[config.mk]
export PLATFORM = sky130hd
export DESIGN_NAME = pipeline_hazard_ctrl
export DESIGN_NICKNAME = d
export VERILOG_FILES = /design/src/rtl/pipeline_hazard_ctrl.sv
export SDC_FILE = /design/constraint.sdc
export NUM_CORES = 1
export LEC_CHECK = 0
export CAP_MARGIN = 0
export CORE_MARGIN = 4
export CORE_UTILIZATION = 45
export CTS_CLUSTER_DIAMETER = 120
export DETAILED_ROUTE_END_ITERATION = 6
export GPL_TIMING_DRIVEN = 1
export HOLD_SLACK_MARGIN = 0.05
export PLACE_DENSITY = 0.84
export SLEW_MARGIN = 20
export SYNTH_ARGS = -nofsm -noshare
export SYNTH_HDL_FRONTEND = slang
export SYNTH_SLANG_ARGS = --single-unit
[constraint.sdc]
create_clock -name clk_i -period 3.3 [get_ports clk_i]
set_input_delay 0.495 -clock clk_i [delete_from_list [all_inputs] [get_ports clk_i]]
set_output_delay 0.495 -clock clk_i [all_outputs]
set_load 0.02 [all_outputs]
[src/rtl/pipeline_hazard_ctrl.sv]
// pipeline_hazard_ctrl
// Central stall/flush sequencer for the 5-stage pipeline. It drives the PC
// and pipeline-register write enables and the bubble/flush controls, and
// resolves three kinds of hazard:
//   - load-use hazards between the load in EX and the instruction in ID
//   - taken-branch flushes of IF/ID
//   - multi-cycle data-memory accesses, through a RUN/MEM_WAIT handshake FSM
// It also keeps a saturating count of stall cycles.
//
// Ports:
//   clk_i, rst_n_i       clock, asynchronous active-low reset
//   ifid_rs1_i/rs2_i     source registers of the instruction in ID
//   idex_memread_i       the instruction in EX is a load
//   idex_rd_i            destination register of the instruction in EX
//   branch_taken_i       a branch resolved taken in ID this cycle
//   exmem_memop_i        the instruction in MEM is a load or store
//   dmem_ack_i           the data memory completed the access this cycle
//   dmem_req_o           data memory request
//   pc_write_o, ifid_write_o, idex_write_o, exmem_write_o   write enables
//   ifid_flush_o         IF/ID loads a NOP
//   idex_bubble_o        ID/EX loads zeroed control
//   memwb_bubble_o       MEM/WB captures RegWrite=0, MemtoReg=0
//   stall_cnt_o          saturating count of stalled cycles
module pipeline_hazard_ctrl #(
  parameter int unsigned CNT_W = 16
) (
  input  logic             clk_i,
  input  logic             rst_n_i,
  input  logic [4:0]       ifid_rs1_i,
  input  logic [4:0]       ifid_rs2_i,
  input  logic             idex_memread_i,
  input  logic [4:0]       idex_rd_i,
  input  logic             branch_taken_i,
  input  logic             exmem_memop_i,
  input  logic             dmem_ack_i,
  output logic             dmem_req_o,
  output logic             pc_write_o,
  output logic             ifid_write_o,
  output logic             ifid_flush_o,
  output logic             idex_write_o,
  output logic             idex_bubble_o,
  output logic             exmem_write_o,
  output logic             memwb_bubble_o,
  output logic [CNT_W-1:0] stall_cnt_o
);

  typedef enum logic {
    RUN      = 1'b0,
    MEM_WAIT = 1'b1
  } state_e;

  state_e           state_q, state_d;
  logic [CNT_W-1:0] cnt_q, cnt_d;
  logic             mem_stall;
  logic             load_use;

  // Hazard detection
  always_comb begin
    mem_stall = 1'b0;
    unique case (state_q)
      RUN:      mem_stall = exmem_memop_i & ~dmem_ack_i;
      MEM_WAIT: mem_stall = ~dmem_ack_i;
      default:  mem_stall = 1'b0;
    endcase

    // x0 is hard-wired to zero, so a load into x0 never creates a hazard.
    load_use = idex_memread_i && (idex_rd_i != 5'd0) &&
               ((idex_rd_i == ifid_rs1_i) || (idex_rd_i == ifid_rs2_i));
  end

  // Memory handshake FSM: next-state logic
  always_comb begin
    state_d = state_q;
    unique case (state_q)
      RUN:      if (exmem_memop_i && !dmem_ack_i) state_d = MEM_WAIT;
      MEM_WAIT: if (dmem_ack_i)                   state_d = RUN;
      default:  state_d = RUN;
    endcase
  end

  // Output decode. Priority: reset, then memory stall, then load-use, then
  // branch flush. A branch seen during any stall is not flushed here; ID
  // holds, so the branch is re-evaluated once the stall releases.
  always_comb begin
    dmem_req_o     = (state_q == MEM_WAIT) ? 1'b1 : exmem_memop_i;
    pc_write_o     = 1'b1;
    ifid_write_o   = 1'b1;
    ifid_flush_o   = 1'b0;
    idex_write_o   = 1'b1;
    idex_bubble_o  = 1'b0;
    exmem_write_o  = 1'b1;
    memwb_bubble_o = 1'b0;

    if (!rst_n_i) begin
      dmem_req_o     = 1'b0;
      pc_write_o     = 1'b0;
      ifid_write_o   = 1'b0;
      idex_write_o   = 1'b0;
      exmem_write_o  = 1'b0;
      idex_bubble_o  = 1'b1;
      memwb_bubble_o = 1'b1;
    end else if (mem_stall) begin
      pc_write_o     = 1'b0;
      ifid_write_o   = 1'b0;
      idex_write_o   = 1'b0;
      exmem_write_o  = 1'b0;
      memwb_bubble_o = 1'b1;
    end else if (load_use) begin
      pc_write_o    = 1'b0;
      ifid_write_o  = 1'b0;
      idex_bubble_o = 1'b1;
    end else if (branch_taken_i) begin
      ifid_flush_o = 1'b1;
    end
  end

  // Saturating stall-cycle counter
  always_comb begin
    cnt_d = cnt_q;
    if ((mem_stall || load_use) && (cnt_q != '1)) begin
      cnt_d = cnt_q + 1'b1;
    end
  end

  always_ff @(posedge clk_i or negedge rst_n_i) begin
    if (!rst_n_i) begin
      state_q <= RUN;
      cnt_q   <= '0;
    end else begin
      state_q <= state_d;
      cnt_q   <= cnt_d;
    end
  end

  assign stall_cnt_o = cnt_q;

endmodule

* Word-level counts from Yosys, hierarchy flattened
Cells that the tools add are included.
** Word-level totals
- Register bits after elaboration :: 17
- Bits in writable memories :: 0
- Bits of input ports :: 21
- Bits in latches :: 0
- Memories kept :: 0
- ROM bits :: 0
- Word-level logic and storage cells :: 37
- Output and inout bits :: 24
** Cells by class
- $mul :: 0
- Eq/ne operators :: 3
- Add/subtract/negate cells :: 1
- Div/mod/pow operators :: 0
- Reductions and logical operators :: 8
- Mux-type cells :: 20
- Shift-type cells :: 0
- Bitwise gates (word level) :: 3
- $lt $le $gt $ge :: 0
** Operators by type and width (number)
- 2-to-1 mux 1 bit :: 18
- adder 16 x 1 -> 16 bit, second input constant :: 1
- inequality test 16 bit, second input constant :: 1
- equality test 5 bit :: 2
- nonzero test 5 bit :: 1
- logical AND 1 bit :: 4
- case mux 1 bit (2 select lines) :: 2
- logical OR 1 bit :: 2
- NOT 1 bit :: 2
- bitwise AND 1 bit :: 1
- logical NOT 1 bit :: 1

* Longest topological paths before layout
Gate-level depths: netlist of run 1.
- Word-level depth :: 6
- Depth in mapped cells :: 7
- Depth with buffers taken out :: 6

* Worst setup path after synthesis of run 1
Ideal clock, no wire load.
- Path kind :: input-to-output
- From :: in idex_rd_i[1]
- To :: out ifid_flush_o
- Stages :: 4
- Buffers on the path :: 0
- Required time :: 2.805 ns
- Arrival :: 1.841 ns
- Path slack :: 0.964 ns
- Cells stage by stage :: or4_4 > o21ai_4 > nor2_1 > nor3b_1
** Between the ends
- Word-level cells in the longest chain between the ends :: 6
- Elaborated cells on any way between the ends :: 9
- Classes of those cells :: 2 x eq/ne; 3 x mux; 4 x reduce/logical
** Ends and longest elaborated chain
- start, declared :: RTL line 32 : input logic [4:0] idex_rd_i,
- equality test 5 bit or nonzero test 5 bit (tied branches) :: RTL line 68, 67
- logical OR 1 bit or logical AND 1 bit (tied branches) :: RTL line 68, 67
- logical AND 1 bit (*) :: RTL line 67 : load_use = idex_memread_i && (idex_rd_i != 5'd0) &&
- 2-to-1 mux 1 bit (*) :: RTL line 108 : end else if (load_use) begin
- 2-to-1 mux 1 bit (*) :: RTL line 102 : end else if (mem_stall) begin
- 2-to-1 mux 1 bit (*) :: RTL line 94 : if (!rst_n_i) begin
- end, declared :: RTL line 39 : output logic ifid_flush_o,
Mark *: on every way between the ends. The rest lies on a longest branch, timed or not.

* Worst setup path after layout of run 1
Same ends and word-level chain as after synthesis.

==> flow_metrics.env, run 1 <==
export IMPL_status="finished clean"
export IMPL_irDropWorstVdd_mv=0.514
export IMPL_critPathMaxFanout=5
export IMPL_setup_viol=0
export IMPL_root_buffer="clkbuf_4"
export IMPL_synthCells=107
export IMPL_min_period_over_period_pct=96.4
export IMPL_final_util_pct=69.9
export IMPL_grt_pass1_wl_um=4290
export IMPL_synth_warnings=0
export IMPL_rrSetupSlack_ns=1.18
export IMPL_layout_nets=177
export IMPL_dieArea_mm2=0.00322
export IMPL_cts_tree="yes"
export IMPL_rr_worst_depth=6
export IMPL_reg2reg_to="stall_cnt_o[1]"
export IMPL_wire_per_inst_um=14.7
export IMPL_syn_area_per_cell_um2=9.99
export IMPL_fill_cells=189
export IMPL_ios=45
export IMPL_clock_latency_ns=0.29
export IMPL_cts_buffers=3
export IMPL_cp_endpoint="ifid_flush_o"
export IMPL_antenna_found_initial=0
export IMPL_finClkSkew_ns=0.00131
export IMPL_multi_input_area_um2=604
export IMPL_startpoint_type="input pin"
export IMPL_dp_cells=178
export IMPL_clkTransAtPathRegs_ns=0.10
export IMPL_grt_usage_pct=17.0
export IMPL_finalSetupTns_ns=0
export IMPL_cts_resized=0
export IMPL_cts_buffer_depth=2
export IMPL_maxCapViolCount=0
export IMPL_worstHoldPathType="reg2reg"
export IMPL_crit_top_cell="clkdlybuf4s50_1"
export IMPL_cp_end_kind="output port"
export IMPL_rsz0062_at_grt="false"
export IMPL_wl_um=2670
export IMPL_drt_pass1_iter_count=4
export IMPL_overflow=0
export IMPL_cts_hold_buf=0
export IMPL_grt_pass1_vias=1019
export IMPL_gp_congestion=0.756
export IMPL_drt_iter0_markers=8
export IMPL_dieWidth_um=56.7
export IMPL_cpPeakStageDelay_ns=0.63
export IMPL_slew_headroom_pct=63.3
export IMPL_cts_sinks=17
export IMPL_synth_distinct_cells=32
export IMPL_drv_slew=0
export IMPL_drc_errors=0
export IMPL_hp_start="stall_cnt_o[11]"
export IMPL_avgViaCountPerCell=5.53
export IMPL_vias=1006
export IMPL_p_per_area_mw_per_mm2=425
export IMPL_portBuffers=44
export IMPL_synth_seq_cells=17
export IMPL_drive_gt1_share_pct=7.14
export IMPL_crit_chain="clkdlybuf4s50_1 -> or4_4 -> o21ai_4 -> nor2_1 -> nor3b_1 -> clkdlybuf4s50_1"
export IMPL_tightestPinTransition_ns=0.550
export IMPL_period_minus_slack_ns=3.18
export IMPL_grt_max_degree=14
export IMPL_seq_area_um2=425
export IMPL_h_tree_depth=1
export IMPL_cp_required_ns=2.80
export IMPL_antenna_left=0
export IMPL_setup_worst_path_start="idex_rd_i[1]"
export IMPL_num_rows=17
export IMPL_ys_seq_area_share_pct=39.8
export IMPL_fmax_mhz=314
export IMPL_path_class="in2out"
export IMPL_core_area_mm2=0.00223
export IMPL_syn_nets=129
export IMPL_area_delta_synth_final_pct=46.1
export IMPL_crit_arrival_ns=2.69
export IMPL_async_flop_share_pct=100
export IMPL_syn_area_mm2=0.00107
export IMPL_die_y_um=56.7
export IMPL_rr_startpoint="stall_cnt_o[0]"
export IMPL_initial_core_util_pct=47.8
export IMPL_final_cells=182
export IMPL_cts_setup_buffers=0
export IMPL_p_leak_nw=0.617
export IMPL_diodes=0
export IMPL_crit_path_top_delay_cell="clkdlybuf4s50_1"
export IMPL_ys_flop_type="dfrtp_1"
export IMPL_placed_area_mm2=0.00154
export IMPL_synth_edf_count=0
export IMPL_final_area_mm2=0.00156
export IMPL_hold_violations=0
metrics by stage:
step | hold WS [ns] | worst slack [ns] | total power [mW]
after global routing | 0.536 | 0.00295 | 0.698
final | 0.501 | 0.119 | 0.663
after detailed placement | 0.487 | 0.121 | 0.555
after global placement | 0.490 | 0.161 | 0.543
after floorplan | 0.199 | 0.964 | 0.417
after CTS | 0.507 | 0.105 | 0.667
worst max-delay path: cells and delay by family:
family / cells / cell delay (ns)
buffers and inverters: 2 / 1.11
and+or+nand+nor: 3 / 0.89
AOI/OAI and AO/OA: 1 / 0.18
cells by family after synthesis:
group | synth area share, %
mux | 1.05
fa+ha+maj | 1.17
compound gates | 9.60
simple gates | 25.9
xor+xnor | 18.9
flops | 39.8
buf+inv | 3.63
placed cells by master (no fill, tap or decap), types with 2 or more instances in the layout:
cell type,count
nor2_1,2
clkbuf_4,3
nand3_1,8
buf_4,3
and4_1,2
nand2_1,8
or3_1,2
xnor2_1,23
dfrtp_1,17
inv_1,2
and3_1,9
nand4_1,7
clkdlybuf4s50_1,44
and2_1,4
o211ai_1,2
per-layer routing:
layer  GRT usage [%]  vias to the layer above  wire, um
met2            32.7                       45      1460
met1            17.0                      475       986
met5               0                        -         0
met3            3.68                        5       180
met4            7.62                        0        47
li1                -                      481         -
power breakdown:
| group | internal (mW) | switching, mW |
|---|---|---|
| logic | 0.141 | 0.126 |
| clock network | 0.0470 | 0.0670 |
| registers | 0.243 | 0.0386 |
cell type report:
type,count,area share (%)
clock buffers,4,1.68
flip-flops and latches,17,27.2
inverters,2,0.481
repair buffers,47,29.6
well taps,28,2.24
multi-input cells,84,38.7
worst min path at each step:
stage / endpoint / slack [ns] / cells past startpoint
floorplan: stall_cnt_o[0] / 0.20 / 0
global placement: stall_cnt_o[11] / 0.49 / 1
detailed placement: stall_cnt_o[11] / 0.49 / 1
CTS: stall_cnt_o[11] / 0.51 / 1
global route: stall_cnt_o[2] / 0.54 / 1
finish: stall_cnt_o[11] / 0.50 / 1
flip-flops by register name (all words and copies together), names as in the netlist:
signal       cells
state_q          1
stall_cnt_o     16
synthesized netlist by cell type, drive strengths merged (2+ instances only):
| master | n | area (um^2) |
|---|---|---|
| xnor2 | 23 | 201 |
| dfrtp | 17 | 425 |
| and3 | 9 | 56.3 |
| nand2 | 8 | 30.0 |
| nand3 | 8 | 40.0 |
| nand4 | 7 | 43.8 |
| and2 | 4 | 25.0 |
| buf | 4 | 31.3 |
| and4 | 2 | 17.5 |
| inv | 2 | 7.51 |
| nor2 | 2 | 7.51 |
| o211ai | 2 | 15.0 |
| or3 | 2 | 12.5 |
| or4 | 2 | 18.8 |
(Power assumes the default switching activity.)
==> inputs of run 2 (changes only) <==
--- a/config.mk
+++ b/config.mk
@@ -7,13 +7,13 @@
 export LEC_CHECK = 0
 export CAP_MARGIN = 0
 export CORE_MARGIN = 4
-export CORE_UTILIZATION = 45
+export CORE_UTILIZATION = 42
 export CTS_CLUSTER_DIAMETER = 120
 export DETAILED_ROUTE_END_ITERATION = 6
 export GPL_TIMING_DRIVEN = 1
 export HOLD_SLACK_MARGIN = 0.05
-export PLACE_DENSITY = 0.84
-export SLEW_MARGIN = 20
+export PLACE_DENSITY = 0.79
+export SLEW_MARGIN = 10
 export SYNTH_ARGS = -nofsm -noshare
 export SYNTH_HDL_FRONTEND = slang
 export SYNTH_SLANG_ARGS = --single-unit
==> constraint.sdc (replaced) <==
create_clock -name clk_i -period 3.6 [get_ports clk_i]
set_input_delay 0.54 -clock clk_i [delete_from_list [all_inputs] [get_ports clk_i]]
set_output_delay 0.54 -clock clk_i [all_outputs]
set_load 0.02 [all_outputs]
==> run 2 against run 1 <==
Against the previous run:
- wire length shrank 3.9%
- sequential cell count is the same
- cell area rose by 0.16%
- non-clock buffer count is the same
- register-to-register slack better by 0.34 ns
- count of clock-buffer cells in the layout stayed put
- core utilization down 6.2 points
- setup slack gained 0.24 ns
- clock power shrank 9%
- hold slack lost 0.0016 ns
- final cell count is 1.1% higher
- die area grew 6.1%
==> flow_metrics.env, run 2 (synthesized netlist as in run 1, its figures left out) <==
export IMPL_status="finished clean"
export IMPL_cts_sinks=17
export IMPL_drt_iter0_markers=14
export IMPL_wl_um=2570
export IMPL_worstHoldPathType="reg2reg"
export IMPL_crit_arrival_ns=2.70
export IMPL_cpPeakStageDelay_ns=0.63
export IMPL_drt_pass1_iter_count=4
export IMPL_layout_nets=177
export IMPL_rr_startpoint="stall_cnt_o[0]"
export IMPL_grt_util_met2_pct=29.0
export IMPL_drive_gt1_share_pct=7.14
export IMPL_path_class="in2out"
export IMPL_p_per_area_mw_per_mm2=386
export IMPL_antenna_left=0
export IMPL_fill_cells=214
export IMPL_diodes=0
export IMPL_clkTransAtPathRegs_ns=0.10
export IMPL_grt_max_degree=14
export IMPL_antenna_found_initial=0
export IMPL_final_cell_mix="44 x clkdlybuf4s50_1, 23 x xnor2_1, 17 x dfrtp_1, 9 x and3_1"
export IMPL_p_leak_nw=0.617
export IMPL_path_buf_inv=2
export IMPL_cts_buffers=3
export IMPL_rrSetupSlack_ns=1.52
export IMPL_grt_pass1_vias=950
export IMPL_h_tree_depth=1
export IMPL_portBuffers=44
export IMPL_min_period_over_period_pct=90.0
export IMPL_cp_top_family="buffers and inverters"
export IMPL_initial_core_util_pct=43.5
export IMPL_slew_headroom_pct=63.8
export IMPL_final_common_cell="clkdlybuf4s50_1"
export IMPL_cp_endpoint="ifid_flush_o"
export IMPL_crit_top_cell="clkdlybuf4s50_1"
export IMPL_fin_ws_ns=0.359
export IMPL_grt_pass1_wl_um=4210
export IMPL_overflow=0
export IMPL_num_rows=18
export IMPL_rsz0062_at_grt="false"
export IMPL_finClkSkew_ns=0.00485
export IMPL_setup_viol=0
export IMPL_cts_buffer_depth=2
export IMPL_largest_reg_flops=16
export IMPL_grt_usage_pct=16.0
export IMPL_setup_worst_path_start="idex_rd_i[1]"
export IMPL_cts_tree="yes"
export IMPL_top_usage_layer="met2"
export IMPL_cts_setup_buffers=0
export IMPL_drv_slew=0
export IMPL_critPathMaxFanout=5
export IMPL_finalSetupTns_ns=0
export IMPL_multi_input_area_um2=604
export IMPL_cts_resized=0
export IMPL_cp_required_ns=3.06
export IMPL_core_area_mm2=0.00245
export IMPL_rr_worst_depth=6
export IMPL_period_minus_slack_ns=3.24
export IMPL_gp_congestion=0.751
export IMPL_root_buffer="clkbuf_4"
export IMPL_area_delta_synth_final_pct=46.4
export IMPL_hpwl_um=2090
export IMPL_fmax_mhz=309
export IMPL_dp_slack_ns=0.331
export IMPL_path_depth=6
export IMPL_crit_path_top_delay_cell="clkdlybuf4s50_1"
export IMPL_irDropWorstVdd_mv=0.332
export IMPL_vias=995
export IMPL_tightestPinTransition_ns=0.543
export IMPL_dieArea_mm2=0.00342
export IMPL_reg2reg_to="stall_cnt_o[1]"
export IMPL_ios=45
export IMPL_cp_end_kind="output port"
export IMPL_hold_violations=0
export IMPL_avgViaCountPerCell=5.41
export IMPL_dieWidth_um=58.4
export IMPL_maxCapViolCount=0
export IMPL_grt_util_met1_pct=17.2
export IMPL_die_y_um=58.4
export IMPL_clock_latency_ns=0.29
export IMPL_wire_per_inst_um=13.9
export IMPL_use_met3_pct=4.39
export IMPL_seq_area_um2=425
export IMPL_drc_errors=0
export IMPL_cts_hold_buf=0
export IMPL_crit_chain="clkdlybuf4s50_1 -> or4_4 -> o21ai_4 -> nor2_1 -> nor3b_1 -> clkdlybuf4s50_1"
export IMPL_startpoint_type="input pin"
[run 2: metrics by stage]
step	area [um^2]	hold WS (ns)	total power, mW	std cells	util [%]
floorplan	1070	0.244	0.383	107	-
detailed placement	1540	0.489	0.506	180	62.6
finish	1560	0.500	0.604	184	63.7
global placement	1540	0.493	0.499	180	62.6
global route	1560	0.527	0.640	184	63.7
CTS	1560	0.505	0.611	184	63.7
[run 2: layer usage]
layer	vias up	part of all wire [%]
li1	480	-
met1	471	39
met2	40	52
met3	4	7.4
met4	0	1.5
met5	-	0
[run 2: worst reg2reg max path, stage by stage, from the launching register on]
cell and delay [ns]:
dfrtp_1 0.43, ha_1 0.22, and3_1 0.20, nand4_1 0.19, a2bb2oi_2 0.47, nand2_1 0.18, mux2_2 0.30
[run 2: how the worst min path moves through the flow]
stage	from	to	slack, ns	depth (start not counted)
CTS	stall_cnt_o[11]	stall_cnt_o[11]	0.51	1
floorplan	rst_n_i	stall_cnt_o[0]	0.24	0
detailed placement	stall_cnt_o[11]	stall_cnt_o[11]	0.49	1
global route	stall_cnt_o[11]	stall_cnt_o[11]	0.53	1
global placement	stall_cnt_o[11]	stall_cnt_o[11]	0.49	1
finish	stall_cnt_o[11]	stall_cnt_o[11]	0.50	1
[run 2: cell type report]
cell class | instances | area share, %
multi-input cells | 84 | 38.6
flip-flops and latches | 17 | 27.2
well taps | 30 | 2.40
clock buffers | 4 | 1.68
inverters | 2 | 0.480
repair buffers | 47 | 29.6
[run 2: power breakdown]
group,switching [mW],total (mW),internal [mW]
clock,0.0610,0.104,0.0431
sequential,0.0363,0.259,0.223
combinational,0.113,0.241,0.129
total,0.210,0.604,0.394
